### src/rtl/ov_dvp_pattern_tx.sv
// ov_dvp_pattern_tx
// -----------------------------------------------------------------------------
// Stands in for an OV7670-style camera sensor. It drives the DVP pins
// (cam_vsync / href / 8-bit p_data) with complete RGB565 frames built from
// internal test patterns, one byte per clock, high byte first. The capture
// and memory path can then be exercised without a sensor attached.
//
// Frame layout, in line-times of LINE_CLKS = 2*FRAME_WIDTH + 2*H_BLANK clocks:
//   VSYNC_LINES   cam_vsync high
//   V_BACK_LINES  all low
//   FRAME_HEIGHT  active lines: 2*FRAME_WIDTH href bytes, then 2*H_BLANK low
//   V_FRONT_LINES all low; frame_count increments on the final clock
//
// Ports:
//   clk_i           byte clock, one p_data byte per cycle
//   reset_p_i       asynchronous, active-high reset
//   enable_i        start / continue frame generation (sampled between frames)
//   pattern_sel_i   0 colour bars, 1 coordinate, 2 checker, 3 solid white
//   cam_vsync_o     frame sync, active high
//   href_o          line valid, high during active bytes
//   p_data_o        RGB565 byte stream, high byte first
//   frame_count_o   completed frames, wraps 16'hFFFF -> 0
//   busy_o          high whenever the generator is not idle
//
// Optional build macro:
//   OV_TX_FRAME_TAG_EN  when defined, pixel (0,0) of each frame is replaced by
//                       {8'hA5, frame_count[7:0]} using the count at frame start.
// -----------------------------------------------------------------------------
module ov_dvp_pattern_tx #(
  parameter int FRAME_WIDTH   = 640,
  parameter int FRAME_HEIGHT  = 480,
  parameter int H_BLANK       = 144,
  parameter int VSYNC_LINES   = 3,
  parameter int V_BACK_LINES  = 17,
  parameter int V_FRONT_LINES = 10
) (
  input  logic        clk_i,
  input  logic        reset_p_i,
  input  logic        enable_i,
  input  logic [1:0]  pattern_sel_i,
  output logic        cam_vsync_o,
  output logic        href_o,
  output logic [7:0]  p_data_o,
  output logic [15:0] frame_count_o,
  output logic        busy_o
);

  localparam int LINE_CLKS   = 2 * FRAME_WIDTH + 2 * H_BLANK;
  localparam int ACTIVE_CLKS = 2 * FRAME_WIDTH;
  localparam int BAR_PIX     = FRAME_WIDTH / 8;

  localparam int MAX_A     = (VSYNC_LINES > V_BACK_LINES) ? VSYNC_LINES : V_BACK_LINES;
  localparam int MAX_B     = (FRAME_HEIGHT > V_FRONT_LINES) ? FRAME_HEIGHT : V_FRONT_LINES;
  localparam int MAX_LINES = (MAX_A > MAX_B) ? MAX_A : MAX_B;

  localparam int CLK_W  = $clog2(LINE_CLKS);
  localparam int LINE_W = $clog2(MAX_LINES + 1);
  localparam int BAR_W  = $clog2(BAR_PIX + 1);

  localparam logic [CLK_W-1:0]  LAST_CLK    = CLK_W'(LINE_CLKS - 1);
  localparam logic [CLK_W-1:0]  LAST_ACTIVE = CLK_W'(ACTIVE_CLKS - 1);
  localparam logic [LINE_W-1:0] VS_LAST     = LINE_W'(VSYNC_LINES - 1);
  localparam logic [LINE_W-1:0] VB_LAST     = LINE_W'(V_BACK_LINES - 1);
  localparam logic [LINE_W-1:0] Y_LAST      = LINE_W'(FRAME_HEIGHT - 1);
  localparam logic [LINE_W-1:0] VF_LAST     = LINE_W'(V_FRONT_LINES - 1);
  localparam logic [BAR_W-1:0]  BAR_LAST    = BAR_W'(BAR_PIX - 1);

  typedef enum logic [2:0] {
    IDLE,
    VSYNC,
    V_BACK,
    ACTIVE,
    HBLANK,
    V_FRONT
  } state_t;

  state_t             state_q, state_d;
  logic [CLK_W-1:0]   clkCnt_q, clkCnt_d;
  logic [LINE_W-1:0]  lineCnt_q, lineCnt_d;
  logic [1:0]         patSel_q, patSel_d;
  logic [15:0]        frameCount_q, frameCount_d;
  logic [2:0]         barIdx_q, barIdx_d;
  logic [BAR_W-1:0]   barPix_q, barPix_d;
  logic               camVsync_q, camVsync_d;
  logic               href_q, href_d;
  logic [7:0]         pData_q, pData_d;
  logic               busy_q, busy_d;
  logic               frameStart;
  logic               lineDone;
  logic [7:0]         xCoord;
  logic [7:0]         yCoord;
  logic [15:0]        pixel;

`ifdef OV_TX_FRAME_TAG_EN
  logic [7:0]         tag_q, tag_d;
`endif

  function automatic logic [15:0] barColour(input logic [2:0] idx);
    case (idx)
      3'd0:    barColour = 16'hFFFF;
      3'd1:    barColour = 16'hFFE0;
      3'd2:    barColour = 16'h07FF;
      3'd3:    barColour = 16'h07E0;
      3'd4:    barColour = 16'hF81F;
      3'd5:    barColour = 16'hF800;
      3'd6:    barColour = 16'h001F;
      default: barColour = 16'h0000;
    endcase
  endfunction

  // Frame sequencer. clkCnt runs across a whole line-time (active bytes then
  // horizontal blanking share one count), lineCnt counts line-times inside
  // each vertical phase and doubles as y during the active region.
  // enable and pattern_sel are only looked at on frame boundaries.
  always_comb begin
    state_d      = state_q;
    clkCnt_d     = clkCnt_q;
    lineCnt_d    = lineCnt_q;
    patSel_d     = patSel_q;
    frameCount_d = frameCount_q;
    frameStart   = 1'b0;
    lineDone     = (clkCnt_q == LAST_CLK);

    case (state_q)
      IDLE: begin
        if (enable_i) begin
          state_d    = VSYNC;
          clkCnt_d   = '0;
          lineCnt_d  = '0;
          frameStart = 1'b1;
        end
      end
      VSYNC: begin
        clkCnt_d = clkCnt_q + 1'b1;
        if (lineDone) begin
          clkCnt_d = '0;
          if (lineCnt_q == VS_LAST) begin
            lineCnt_d = '0;
            state_d   = V_BACK;
          end else begin
            lineCnt_d = lineCnt_q + 1'b1;
          end
        end
      end
      V_BACK: begin
        clkCnt_d = clkCnt_q + 1'b1;
        if (lineDone) begin
          clkCnt_d = '0;
          if (lineCnt_q == VB_LAST) begin
            lineCnt_d = '0;
            state_d   = ACTIVE;
          end else begin
            lineCnt_d = lineCnt_q + 1'b1;
          end
        end
      end
      ACTIVE: begin
        clkCnt_d = clkCnt_q + 1'b1;
        if (clkCnt_q == LAST_ACTIVE) begin
          state_d = HBLANK;
        end
      end
      HBLANK: begin
        clkCnt_d = clkCnt_q + 1'b1;
        if (lineDone) begin
          clkCnt_d = '0;
          if (lineCnt_q == Y_LAST) begin
            lineCnt_d = '0;
            state_d   = V_FRONT;
          end else begin
            lineCnt_d = lineCnt_q + 1'b1;
            state_d   = ACTIVE;
          end
        end
      end
      V_FRONT: begin
        clkCnt_d = clkCnt_q + 1'b1;
        if (lineDone) begin
          clkCnt_d = '0;
          if (lineCnt_q == VF_LAST) begin
            lineCnt_d    = '0;
            frameCount_d = frameCount_q + 16'd1;
            if (enable_i) begin
              state_d    = VSYNC;
              frameStart = 1'b1;
            end else begin
              state_d = IDLE;
            end
          end else begin
            lineCnt_d = lineCnt_q + 1'b1;
          end
        end
      end
      default: begin
        state_d   = IDLE;
        clkCnt_d  = '0;
        lineCnt_d = '0;
      end
    endcase

    if (frameStart) begin
      patSel_d = pattern_sel_i;
    end
  end

  // Pixel generation. Outputs are registered, so everything here is computed
  // from the next-state counters: the byte that appears after an edge belongs
  // to the position the sequencer moves to on that edge. The colour-bar index
  // is tracked with a small counter instead of dividing x by the bar width.
  always_comb begin
    barIdx_d = barIdx_q;
    barPix_d = barPix_q;
    xCoord   = 8'(clkCnt_d >> 1);
    yCoord   = 8'(lineCnt_d);

    if (state_d == ACTIVE) begin
      if (clkCnt_d == '0) begin
        barIdx_d = '0;
        barPix_d = '0;
      end else if (!clkCnt_d[0]) begin
        if (barPix_q == BAR_LAST) begin
          barPix_d = '0;
          barIdx_d = barIdx_q + 3'd1;
        end else begin
          barPix_d = barPix_q + 1'b1;
        end
      end
    end

    case (patSel_q)
      2'd0:    pixel = barColour(barIdx_d);
      2'd1:    pixel = {yCoord, xCoord};
      2'd2:    pixel = (xCoord[4] ^ yCoord[4]) ? 16'hFFFF : 16'h0000;
      default: pixel = 16'hFFFF;
    endcase

`ifdef OV_TX_FRAME_TAG_EN
    tag_d = frameStart ? frameCount_d[7:0] : tag_q;
    if ((lineCnt_d == '0) && (clkCnt_d[CLK_W-1:1] == '0)) begin
      pixel = {8'hA5, tag_q};
    end
`endif

    camVsync_d = (state_d == VSYNC);
    href_d     = (state_d == ACTIVE);
    busy_d     = (state_d != IDLE);
    pData_d    = href_d ? (clkCnt_d[0] ? pixel[7:0] : pixel[15:8]) : 8'h00;
  end

  // State, counters and registered pin drivers. Reset is asynchronous so the
  // pins drop the instant reset_p_i rises, even mid-line.
  always_ff @(posedge clk_i or posedge reset_p_i) begin
    if (reset_p_i) begin
      state_q      <= IDLE;
      clkCnt_q     <= '0;
      lineCnt_q    <= '0;
      patSel_q     <= '0;
      frameCount_q <= '0;
      barIdx_q     <= '0;
      barPix_q     <= '0;
      camVsync_q   <= 1'b0;
      href_q       <= 1'b0;
      pData_q      <= 8'h00;
      busy_q       <= 1'b0;
    end else begin
      state_q      <= state_d;
      clkCnt_q     <= clkCnt_d;
      lineCnt_q    <= lineCnt_d;
      patSel_q     <= patSel_d;
      frameCount_q <= frameCount_d;
      barIdx_q     <= barIdx_d;
      barPix_q     <= barPix_d;
      camVsync_q   <= camVsync_d;
      href_q       <= href_d;
      pData_q      <= pData_d;
      busy_q       <= busy_d;
    end
  end

`ifdef OV_TX_FRAME_TAG_EN
  // Frame tag captured as each frame starts.
  always_ff @(posedge clk_i or posedge reset_p_i) begin
    if (reset_p_i) begin
      tag_q <= '0;
    end else begin
      tag_q <= tag_d;
    end
  end
`endif

  assign cam_vsync_o   = camVsync_q;
  assign href_o        = href_q;
  assign p_data_o      = pData_q;
  assign frame_count_o = frameCount_q;
  assign busy_o        = busy_q;

endmodule

### config.mk
export PLATFORM = sky130hd
export DESIGN_NAME = ov_dvp_pattern_tx
export DESIGN_NICKNAME = d
export VERILOG_FILES = /design/src/rtl/ov_dvp_pattern_tx.sv
export SDC_FILE = /design/constraint.sdc
export NUM_CORES = 1
export LEC_CHECK = 0
export BUFFER_PORTS_ARGS = -buffer_cell sky130_fd_sc_hd__buf_2
export CAP_MARGIN = 20
export CORE_UTILIZATION = 43
export DETAILED_ROUTE_END_ITERATION = 6
export GPL_TIMING_DRIVEN = 0
export MAX_ROUTING_LAYER = met4
export PLACE_DENSITY = 0.62
export SYNTH_ARGS = -nofsm -noshare
export SYNTH_HDL_FRONTEND = slang
export SYNTH_SLANG_ARGS = --single-unit
### constraint.sdc
create_clock -name clk_i -period 4.9 [get_ports clk_i]
set_input_delay 0.98 -clock clk_i [delete_from_list [all_inputs] [get_ports clk_i]]
set_output_delay 0.98 -clock clk_i [all_outputs]
set_load 0.02 [all_outputs]
* Yosys cells after proc, flatten, opt, wreduce, memory -nomap -nowiden
Cells that the tools add are included.
** Word-level totals
- Logic and storage cells :: 97
- Register bits after elaboration :: 62
- Output and inout bits :: 27
- Bits of input ports :: 5
** Cells by class
- Bitwise logic cells :: 2
- Equality and inequality tests :: 28
- Reductions and logical operators :: 9
- Add/sub/neg operators :: 5
- Multiplexer cells :: 41
** Operator list (count)
- one-hot mux 16 bit (7 select lines) :: 1
- two-way mux 9 bit :: 9
- one-hot mux 9 bit (6 select lines) :: 1
- one-hot mux 16 bit (3 select lines) :: 1
- two-way mux 3 bit :: 14
- one-hot mux 11 bit (3 select lines) :: 1
- equality test 11 bit, second input constant :: 2
- two-way mux 11 bit :: 2
- two-way mux 7 bit :: 3
- one-hot mux 3 bit (6 select lines) :: 1
- adder 16 x 1 -> 16 bit, second input constant :: 1
- two-way mux 16 bit :: 1
- two-way mux 8 bit :: 2
- equality test 3 x 2 -> 1 bit, second input constant :: 5
- equality test 3 bit, second input constant :: 5
- adder 11 x 1 -> 11 bit, second input constant :: 1
- zero test 11 bit :: 1
- inequality test 2 bit, second input constant :: 5
- adder 9 x 1 -> 9 bit, second input constant :: 1
- equality test 3 x 1 -> 1 bit, second input constant :: 3
- equality test 9 x 2 -> 1 bit, second input constant :: 1
- equality test 9 x 4 -> 1 bit, second input constant :: 1
- equality test 9 x 5 -> 1 bit, second input constant :: 1
- equality test 9 bit, second input constant :: 1
- other kinds (17) :: 21

* Depth between registers and ports, before layout
Gate-level depths: netlist of run 1.
- Depth in word-level cells :: 11
- Gate-level depth with buffers :: 12
- Mapped depth without buffers :: 11

* Worst setup path after synthesis of run 1
Ideal clock, no wire load.
- Path type :: input port to flip-flop
- From :: in enable_i
- To :: reg pData_q[3] (netlist: p_data_o[3])
- Required time :: 4.834 ns
- Library setup time :: 0.066 ns
- Data arrival time :: 3.285 ns
- Setup slack :: 1.549 ns
- Cell stages on the path :: 9
- Buffers on the path :: 0
- Cell sequence :: or4b_1 > o2bb2ai_1 > o211a_2 > a2111o_1 > a2111oi_4 > a211oi_1 > a211o_1 > or4_1 > nand2_1
** Between the ends
- Elaborated cells on any way between the ends :: 27
- Those cells by class :: eq/ne (7); mux (17); bitwise (1); reduce/logical (2)
** RTL lines
- from (decl) :: RTL line 39 : input logic enable_i,
- two-way mux 11 bit (*) :: RTL line 126 : if (enable_i) begin
- one-hot mux 11 bit (3 select lines) (*) :: RTL line 124 : case (state_q)
- via clkCnt_d[4] :: RTL line 78 : logic [CLK_W-1:0] clkCnt_q, clkCnt_d;
- zero test 11 bit (*) :: RTL line 217 : if (clkCnt_d == '0) begin
- two-way mux 3 bit (*) :: RTL line 217
- two-way mux 3 bit (*) :: RTL line 216 : if (state_d == ACTIVE) begin
- via barIdx_d[1] :: RTL line 82 : logic [2:0] barIdx_q, barIdx_d;
- equality test 3 bit (tied with other cells) :: RTL line 99 : case (idx)
- one-hot mux 16 bit (7 select lines) (*) :: RTL line 99
- one-hot mux 16 bit (3 select lines) (*) :: RTL line 230 : case (patSel_q)
- two-way mux 8 bit (*) (2 in series) :: RTL line 247 : pData_d = href_d ? (clkCnt_d[0] ? pixel[7:0] : pixel[15:8]) : 8'h00;
- via pData_d[3] :: RTL line 86 : logic [7:0] pData_q, pData_d;
- to (signal assigned) :: RTL line 275 : pData_q <= pData_d;
- to (decl) :: RTL line 86
Mark *: on every way through the listed nets, which the timed path passes. The rest lies on a longest branch. The select of a mux whose other input is x is not followed.
A chain may end at the register's enable or synchronous reset.

* Final worst setup path of run 1
- From :: reg clkCnt_q[0]
- To :: reg pData_q[3] (netlist: p_data_o[3])
** Between the ends
- Longest elaborated chain between the ends :: 11
- Elaborated cells on any way between the ends :: 35
- Those cells by class :: add/sub (1); eq/ne (9); mux (22); bitwise (1); reduce/logical (2)
** Ends and longest elaborated chain
- from (decl) :: RTL line 78
- from (signal assigned) :: RTL line 267 : clkCnt_q <= clkCnt_d;
- adder 11 x 1 -> 11 bit / equality test 11 bit (equally long branches)
- two-way mux 11 bit
- one-hot mux 11 bit (3 select lines) :: RTL line 124
- zero test 11 bit / two-way mux 3 bit (equally long branches) :: RTL line 217, 220
- two-way mux 3 bit :: RTL line 217
- two-way mux 3 bit (*) :: RTL line 216
- via barIdx_d[1] :: RTL line 82
- equality test 3 bit (tied with other cells) :: RTL line 99
- one-hot mux 16 bit (7 select lines) (*) :: RTL line 99
- one-hot mux 16 bit (3 select lines) (*) :: RTL line 230
- two-way mux 8 bit (*) (2 in series) :: RTL line 247
- via pData_d[3] :: RTL line 86
Marks and branches as above.

==> reports/summary.txt, run 1 <==
Tmin final: 3.987 ns
simple-gate share of the synthesized area: 25.64%
first-pass GRT wire length: 16.78 mm
largest net degree at the start of global routing: 38
cell taking the most area after synthesis: dfrtp_1
worst skew pair latency: 0.35 ns
initial antenna violation count: 0
dpl hpwl: 7.339 mm
Port Buf Inserts: 31
worst setup path endpoint: p_data_o[3]
syn_nets: 451
Synth Area in Adders: 2.799%
CP Max Fanout: 10
CP endpoint kind: register
final slew viol count: 0
prevailing post-synth register cell: dfrtp_1
ratio of cells with drive above 1 in the final layout: 16.26%
Nets: 494
DRC: 5
final wirelength: 9.992 mm
crit-path max cell delay: 0.66 ns
grt ovf: 0
Critical-path top delay cell: o211ai_1
worst reg2reg endpoint: p_data_o[3]
main combinational cell family by area after synthesis: simple AND/OR/NAND/NOR gates
CP Cell Sequence: ha_1 > and4_4 > buf_6 > a31oi_1 > o211ai_1 > a21oi_1 > a2111oi_4 > a211oi_1 > a211o_1 > or4_1 > nand2_1
worst reg2reg startpoint: clkCnt_q[0]
commonest non-fill, non-tap cell in the layout: dfrtp_1
R2R Setup Slk: 0.91 ns
Util after Layout: 50.57%
Top delay family on crit path: compound AO/OA/AOI/OAI gates
Starting Density: 44.67%
CTS Buf Count: 9
routed len/inst: 16.82 microns
post-route ant nets: 0
Max-slew headroom: 47.03%
final total power: 1514 uW
drt pass-1 iters: 7
critical path launch point type: register
FF+latch count, synth: 62
Post-Place Cells: 578
Crit path arrival time: 4.27 ns
CTS tree: done
die height: 97.65 microns
placed instance area: 4244 sq um
post-synth top area share: 39.44%
Post-CTS Setup Bufs: 0
register area share after synthesis: 39.44%
mux cell area share after synthesis: 1.336%
H-tree levels: 3
Reg2Reg Depth: 11
failing checks: design-rule violations
main area contributors after synthesis: dfrtp_1 (39%), nand2_1 (3.4%), xnor2_1 (3.1%)
CTS root buffer: clkbuf_8
Synth Area in Compound Gates: 21.69%
Vias: 3617
Leak: 0.001955 uW
XOR/XNOR Fraction of Synth Area: 4.230%
Sink Count: 62
Synth-to-Final Area Change: 13.20%
post-cts sizing count: 0
Distinct cells, synth: 73
required time worst endpoint: 5.18 ns
GRT Util Overall: 22.87%
asr flop ratio synth: 100.0%
row cnt: 34
vias in the first global route: 3351
Hold Violations, Final: 0
DR vias/cell: 6.089
Die Wd: 97.65 microns
DR iter-0 viols: 340
Setup CP Type: register to register
CP Buf/Inv Count: 1
Clock Tree Buf Depth: 2
Power Density: 340.1 nW/um^2
Ys Warns: 0
Mapped Area: 3934 sq um
Crit path depth: 11
Hold-fix buffers, CTS: 0
setup tns final: 0 ns
Die ar.: 9535 sq um
peak supply drop: 0.0001519 V
RSZ-0062 raised after global routing: no
Final period util: 81.36%
Setup Viol. Count Final: 0
ANT cells: 0
final instance area: 4453 sq um
clk_skew: 0.006198 ns
crit path launch: clkCnt_q[0]
Core Region: 8806 sq um
worst hold path class: register to register
fmax: 0.2508 GHz
commonest non-fill, non-tap cells in the layout: dfrtp_1 (62), buf_2 (37), nand2_1 (36)
measured slew at the worst slew-check pin: 0.7934 ns
Mean Syn Cell Area: 8.981 sq um
Non-Filler Instances: 594
I/O Pins: 32
clk slew on worst S/H paths: 0.07 ns
max-cap violations: 0
GP Congestion: 0.9521
Post-Syn Instances: 438
outcome: complete, but fails checks
EDFF count, synth: 0
[cell type report]
cell class	count	area [sq um]
inverter	18	67.56
fill	844	4353
tap	108	135.1
multi-input combinational	335	2191
clock buffer	11	151.4
timing repair buffer	32	175.2
sequential	62	1551
buffer	23	123.9
clock inverter	5	57.56
[layer usage]
metal  track usage [%]  vias to the layer above  part of all wire (%)
met5                 -                        -                     0
met4             9.441                        0                   2.1
met3             2.734                       20                   4.6
met2             36.28                      115                    48
met1             29.75                     1753                    45
li1                  -                     1729                     -
[cell families after synthesis]
family / count (synthesis)
flip-flops: 62
XOR/XNOR: 19
AO/OA/AOI/OAI: 120
adder cells (fa/ha/maj): 9
buffers and inverters: 41
multiplexers: 5
AND/OR/NAND/NOR: 182
[Yosys cell counts, drive strengths merged (4+ instances only)]
cell,count
o21ai,22
a22oi,4
nand2b,6
ha,8
xnor2,14
o31ai,10
o21a,4
nor2,30
nand2,36
buf,11
a31oi,12
nor2b,5
xor2,5
a21o,6
nor3,19
nor3b,4
nand4,15
nand3,23
inv,18
a31o,4
a21oi,22
clkbuf,12
and3,10
dfrtp,62
or3,8
[worst min-delay path by stage]
stage                      start                end  slack, ns  cells after the start
3_3_place_gp   frame_count_o[15]  frame_count_o[15]       0.46                      1
2_1_floorplan        barPix_q[1]        barPix_q[1]       0.48                      2
5_1_grt        frame_count_o[15]  frame_count_o[15]       0.50                      1
6_report       frame_count_o[15]  frame_count_o[15]       0.46                      1
4_1_cts        frame_count_o[15]  frame_count_o[15]       0.47                      1
3_5_place_dp   frame_count_o[15]  frame_count_o[15]       0.46                      1
[stage by stage]
step,hold WS [ns],setup WS [ns]
after global routing,0.5009,0.7091
final,0.4638,0.9132
after CTS,0.4722,0.9578
after floorplan,0.4755,1.549
after global placement,0.4553,0.9667
after detailed placement,0.4607,0.9639
[report_power, final]
part | switching, uW | internal, uW
Sequential | 38.6 | 545
Combinational | 290 | 166
Clock | 214 | 261
[state kept, by name, indices dropped and copies added, names as in the netlist]
signal         flops
frame_count_o     16
clkCnt_q          11
lineCnt_q          9
p_data_o           8
barPix_q           7
barIdx_q           3
state_q            3
patSel_q           2
busy_o             1
cam_vsync_o        1
href_o             1
No activity file was read; power rests on OpenSTA's default activity.
==> run 2: changes to the inputs <==
- PLACE_DENSITY: 0.62 -> 0.64
- clock period: 4.9 -> 3.58 ns (I/O delays scaled with it)
==> reports/summary.txt, run 2 (synthesis results as in run 1) <==
outcome: complete, but fails checks
failing checks: design-rule violations
final instance area: 4517 sq um (+1.4%)
max-cap violations: 0 (unchanged)
worst hold path class: input port to async pin
CP endpoint kind: register
Nets: 500 (+1.2%)
max FFs per register: 16 (unchanged)
Setup Viol. Count Final: 0 (unchanged)
commonest non-fill, non-tap cell in the layout: dfrtp_1
Final period util: 96.11% (+15 points)
DRC: 4 (-1)
peak supply drop: 0.0003188 V (+110%)
clk_skew: 0.009973 ns (+0.003774 ns)
routed len/inst: 16.78 microns (-0.25%)
placed instance area: 4244 sq um (unchanged)
CTS tree: done
final wirelength: 10.07 mm (+0.76%)
post-route setup slack: 0.1394 ns (-0.7737 ns)
Leak: 0.002006 uW (+2.6%)
Clock Tree Buf Depth: 2 (unchanged)
Hold Violations, Final: 0 (unchanged)
initial antenna violation count: 0 (unchanged)
post-route ant nets: 0 (unchanged)
required time worst endpoint: 3.77 ns (-1.41 ns)
dpl hpwl: 7.253 mm (-1.2%)
Power Density: 466.2 nW/um^2 (+37%)
setup tns final: 0 ns (unchanged)
CTS Buf Count: 9 (unchanged)
Port Buf Inserts: 31 (unchanged)
critical path launch point type: register
largest net degree at the start of global routing: 44 (+16%)
commonest non-fill, non-tap cells in the layout: dfrtp_1 (60), buf_2 (37), nand2_1 (36)
H-tree levels: 3 (unchanged)
hold slack: 0.3647 ns (-0.09915 ns)
fmax: 0.2907 GHz (+16%)
grt ovf: 0 (unchanged)
GP Congestion: 0.9065 (-4.8%)
Crit path arrival time: 3.63 ns (-0.64 ns)
Tmin final: 3.441 ns (-0.5463 ns)
Setup CP Type: register to register
row cnt: 34 (unchanged)
CP Max Fanout: 10 (unchanged)
Die Wd: 97.65 microns (unchanged)
measured slew at the worst slew-check pin: 0.6544 ns (-0.1390 ns)
drt pass-1 iters: 7 (unchanged)
die height: 97.65 microns (unchanged)
GRT Util Overall: 22.64% (-0.23 points)
DR iter-0 viols: 224 (-34%)
Starting Density: 44.67% (unchanged)
vias in the first global route: 3312 (-1.2%)
Non-Filler Instances: 600 (+1.0%)
Sink Count: 62 (unchanged)
Core Region: 8806 sq um (unchanged)
RSZ-0062 raised after global routing: no
Max-slew headroom: 55.91% (+8.9 points)
Vias: 3564 (-1.5%)
I/O Pins: 32 (unchanged)
clk slew on worst S/H paths: 0.08 ns (about the same)
pre-CTS WS: -0.3947 ns (-1.359 ns)
first-pass GRT wire length: 16.67 mm (-0.66%)
Die ar.: 9535 sq um (unchanged)
final slew viol count: 0 (unchanged)
CTS root buffer: clkbuf_8
Post-Place Cells: 578 (unchanged)
ratio of cells with drive above 1 in the final layout: 18.29% (+2.0 points)
DR vias/cell: 5.940 (-2.5%)
ANT cells: 0 (unchanged)
Synth-to-Final Area Change: 14.82%
worst skew pair latency: 0.34 ns (about the same)
==> run 2: cell count changes in the layout (fill, tap and decap cells not counted), moves of 2 or more <==
cell / previous run / this run
dfrtp_1: 62 / 60
dfrtp_2: 0 / 2
clkinvlp_4: 3 / 1
clkinv_4: 0 / 2
buf_4: 2 / 8
clkbuf_8: 11 / 9
==> run 2: report_power, final <==
group,switching [uW],internal [uW]
registers,47.9,748
logic,416,267
clock network,304,324
total,767,1340
==> run 2: path summary, 6_finish.rpt <==
check	start	to	slack, ns	depth (start not counted)
worst max-delay path	clkCnt_q[0]	p_data_o[1]	0.14	12
worst min-delay path	reset_p_i	frame_count_o[9]	0.36	2
worst max register to register	clkCnt_q[0]	p_data_o[1]	0.14	12
worst min register to register	frame_count_o[15]	frame_count_o[15]	0.47	1
max in group asynchronous	reset_p_i	clkCnt_q[1]	2.62	3
min in group clk_i	frame_count_o[15]	frame_count_o[15]	0.47	1
==> run 2: through the flow <==
stage          util [%]  total power, uW
6_report          51.29             2106
4_1_cts           50.65             2056
3_3_place_gp      47.97             1409
2_1_floorplan         -             1269
5_1_grt           51.29             2219
3_5_place_dp      48.20             1423
==> run 2: what timing repair did <==
| item | in CTS | in global routing |
|---|---|---|
| hold buffers | 0 | 0 |
| resized for setup | 2 | 5 |
| pin swaps | 1 | 2 |
| setup buffers | 2 | 4 |
| setup endpoints to repair | 15 | 8 |
==> run 2: cell type report <==
cell class / count / area, sq um
buffer: 23 / 123.9
clock buffer: 9 / 123.9
clock inverter: 7 / 73.82
fill: 827 / 4289
inverter: 18 / 67.56
multi-input combinational: 335 / 2218
sequential: 62 / 1554
tap: 108 / 135.1
timing repair buffer: 38 / 220.2
==> run 2: per-layer routing <==
layer / GRT usage, % / share of wire (%) / vias up
li1: - / - / 1734
met1: 29.67 / 47 / 1727
met2: 36.44 / 48 / 90
met3: 3.381 / 3.7 / 13
met4: 6.527 / 1.1 / 0
met5: - / 0 / -
==> run 2: worst max-delay path: stages (launching register included) <==
cell      delay [ns]
dfrtp_2         0.42
ha_4            0.19
and4_4          0.26
buf_6           0.14
and3_1          0.15
buf_4           0.16
a31oi_1         0.09
or4_4           0.61
o211ai_4        0.33
clkbuf_1        0.39
nand3_1         0.14
a31oi_1         0.31
nor3_1          0.10
==> run 3: changes to the inputs <==
- PLACE_DENSITY: 0.64 -> 0.62
- clock period: 3.58 -> 3.5 ns (I/O delays scaled with it)
==> reports/summary.txt, run 3 (synthesis results as in run 1) <==
Crit path arrival time: 3.68 ns (+0.05 ns)
CTS Buf Count: 9 (unchanged)
crit path launch: lineCnt_q[0]
clk slew on worst S/H paths: 0.07 ns (about the same)
GP Congestion: 0.9521 (+5.0%)
Net Switching: 784.9 uW (+2.3%)
ratio of cells with drive above 1 in the final layout: 19.11% (+0.81 points)
Vias: 3633 (+1.9%)
worst reg2reg startpoint: lineCnt_q[0]
clk_skew: 0.003509 ns (-0.006464 ns)
Nets: 500 (unchanged)
DR iter-0 viols: 264 (+18%)
Clock Tree Buf Depth: 2 (unchanged)
Hold-fix buffers, CTS: 0 (unchanged)
Power Density: 481.1 nW/um^2 (+3.2%)
Comb pwr share: 32.1% (-0.3 points)
DR vias/cell: 6.055 (+1.9%)
worst reg2reg endpoint: p_data_o[3]
Setup CP Type: register to register
CTS tree: done
drt pass-1 iters: 7 (unchanged)
Sw Ratio: 35.84% (-0.59 points)
largest net degree at the start of global routing: 38 (-14%)
commonest non-fill, non-tap cells in the layout: dfrtp_1 (60), buf_2 (36), nand2_1 (36)
GRT Util Overall: 23.24% (+0.60 points)
Die Wd: 97.65 microns (unchanged)
RSZ-0062 raised after global routing: no
Non-Filler Instances: 600 (unchanged)
initial antenna violation count: 0 (unchanged)
Post-Place Cells: 578 (unchanged)
vias in the first global route: 3424 (+3.4%)
failing checks: design-rule violations
required time worst endpoint: 3.78 ns (about the same)
Util after Layout: 51.69% (+0.40 points)
Clk pwr share: 30.5% (+0.7 points)
worst skew pair latency: 0.35 ns (about the same)
first-pass GRT wire length: 17.08 mm (+2.4%)
Leak: 0.002024 uW (+0.94%)
Hold Path Sink: frame_count_o[15]
hold path cells: 1
measured slew at the worst slew-check pin: 0.7998 ns (+0.1454 ns)
peak supply drop: 0.0002159 V (-32%)
CP Max Fanout: 5 (-5)
dpl hpwl: 7.339 mm (+1.2%)
die height: 97.65 microns (unchanged)
Die ar.: 9535 sq um (unchanged)
fmax: 0.2945 GHz (+1.3%)
Core Region: 8806 sq um (unchanged)
Synth-to-Final Area Change: 15.71%
ANT cells: 0 (unchanged)
H-tree levels: 3 (unchanged)
critical path launch point type: register
worst hold start: frame_count_o[15]
Flop pwr share: 37.3% (-0.5 points)
Port Buf Inserts: 31 (unchanged)
Power Internal: 1405 uW (+5.0%)
final wirelength: 10.27 mm (+2.0%)
Starting Density: 44.67% (unchanged)
DRC: 5 (+1)
filler instances: 835 (+0.97%)
worst hold path class: register to register
outcome: complete, but fails checks
CTS root buffer: clkbuf_8
max FFs per register: 16 (unchanged)
Setup Viol. Count Final: 0 (unchanged)
Hold Violations, Final: 0 (unchanged)
commonest non-fill, non-tap cell in the layout: dfrtp_1
post-route ant nets: 0 (unchanged)
I/O Pins: 32 (unchanged)
R2R Setup Slk: 0.10 ns (-0.04 ns)
row cnt: 34 (unchanged)
Tmin final: 3.396 ns (-0.04449 ns)
Final period util: 97.03% (+0.93 points)
Sink Count: 62 (unchanged)
max-cap violations: 0 (unchanged)
grt ovf: 0 (unchanged)
routed len/inst: 17.12 microns (+2.0%)
final slew viol count: 0 (unchanged)
Max-slew headroom: 46.60% (-9.3 points)
Reg2Reg Depth: 10 (-2)
CP endpoint kind: register
## run 3: per-stage QoR
| stage | setup WS, ns | TNS (ns) | area (sq um) | hold WS (ns) | power [uW] |
|---|---|---|---|---|---|
| CTS | 0.05094 | 0 | 4491 | 0.4722 | 2152 |
| global placement | -0.4333 | -3.954 | 4224 | 0.4553 | 1443 |
| global route | 0.01320 | 0 | 4552 | 0.5009 | 2317 |
| detailed placement | -0.4361 | -3.720 | 4244 | 0.4607 | 1455 |
| finish | 0.1039 | 0 | 4552 | 0.4638 | 2190 |
| floorplan | 0.3340 | 0 | 3934 | 0.4755 | 1298 |
## run 3: how the worst max path moves through the flow
stage	endpoint	slack [ns]	depth (start not counted)
global placement	p_data_o[3]	-0.43	11
finish	p_data_o[3]	0.10	10
CTS	p_data_o[3]	0.05	12
detailed placement	p_data_o[3]	-0.44	11
global route	p_data_o[3]	0.01	12
floorplan	p_data_o[3]	0.33	12
## run 3: metal layers
metal	track usage [%]	routed length, microns	share of wire (%)	up-vias
met5	-	0	0	-
met4	10.02	212	2.1	0
met3	2.806	460	4.5	22
met2	36.99	4951	48	115
met1	29.93	4650	45	1756
li1	-	-	-	1740
## run 3: critical path: stages (launching register included)
cell and delay, ns:
dfrtp_1 0.43, inv_1 0.12, ha_1 0.15, nor4b_1 0.58
a31oi_1 0.18, or4_4 0.61, o211ai_4 0.27, a211oi_1 0.08
a211o_1 0.31, or4_1 0.50, nand2_1 0.10
## run 3: cell type report
type | instances | area, sq um | share of cell area [%]
Sequential cell | 62 | 1554 | 34.14
Tap cell | 108 | 135.1 | 2.969
Clock inverter | 5 | 57.56 | 1.264
Multi-Input combinational cell | 335 | 2235 | 49.09
Inverter | 18 | 67.56 | 1.484
Clock buffer | 11 | 151.4 | 3.326
Timing Repair Buffer | 38 | 220.2 | 4.838
Buffer | 23 | 131.4 | 2.886
## run 3: power by group through the flow
| stage | registers (uW) | clock network [uW] | logic (uW) |
|---|---|---|---|
| 6_report | 817 | 669 | 704 |
| 5_1_grt | 823 | 716 | 778 |
| 4_1_cts | 822 | 682 | 648 |
| 3_5_place_dp | 829 | 0 | 626 |
| 3_3_place_gp | 829 | 0 | 614 |
| 2_1_floorplan | 817 | 0 | 481 |
## run 3: what timing repair did
action | 4_1_cts | 5_1_grt
gates resized for setup | 4 | 15
pin swaps | 2 | 5
gates cloned | 0 | 0
setup endpoints to repair | 15 | 8
setup buffers | 3 | 3
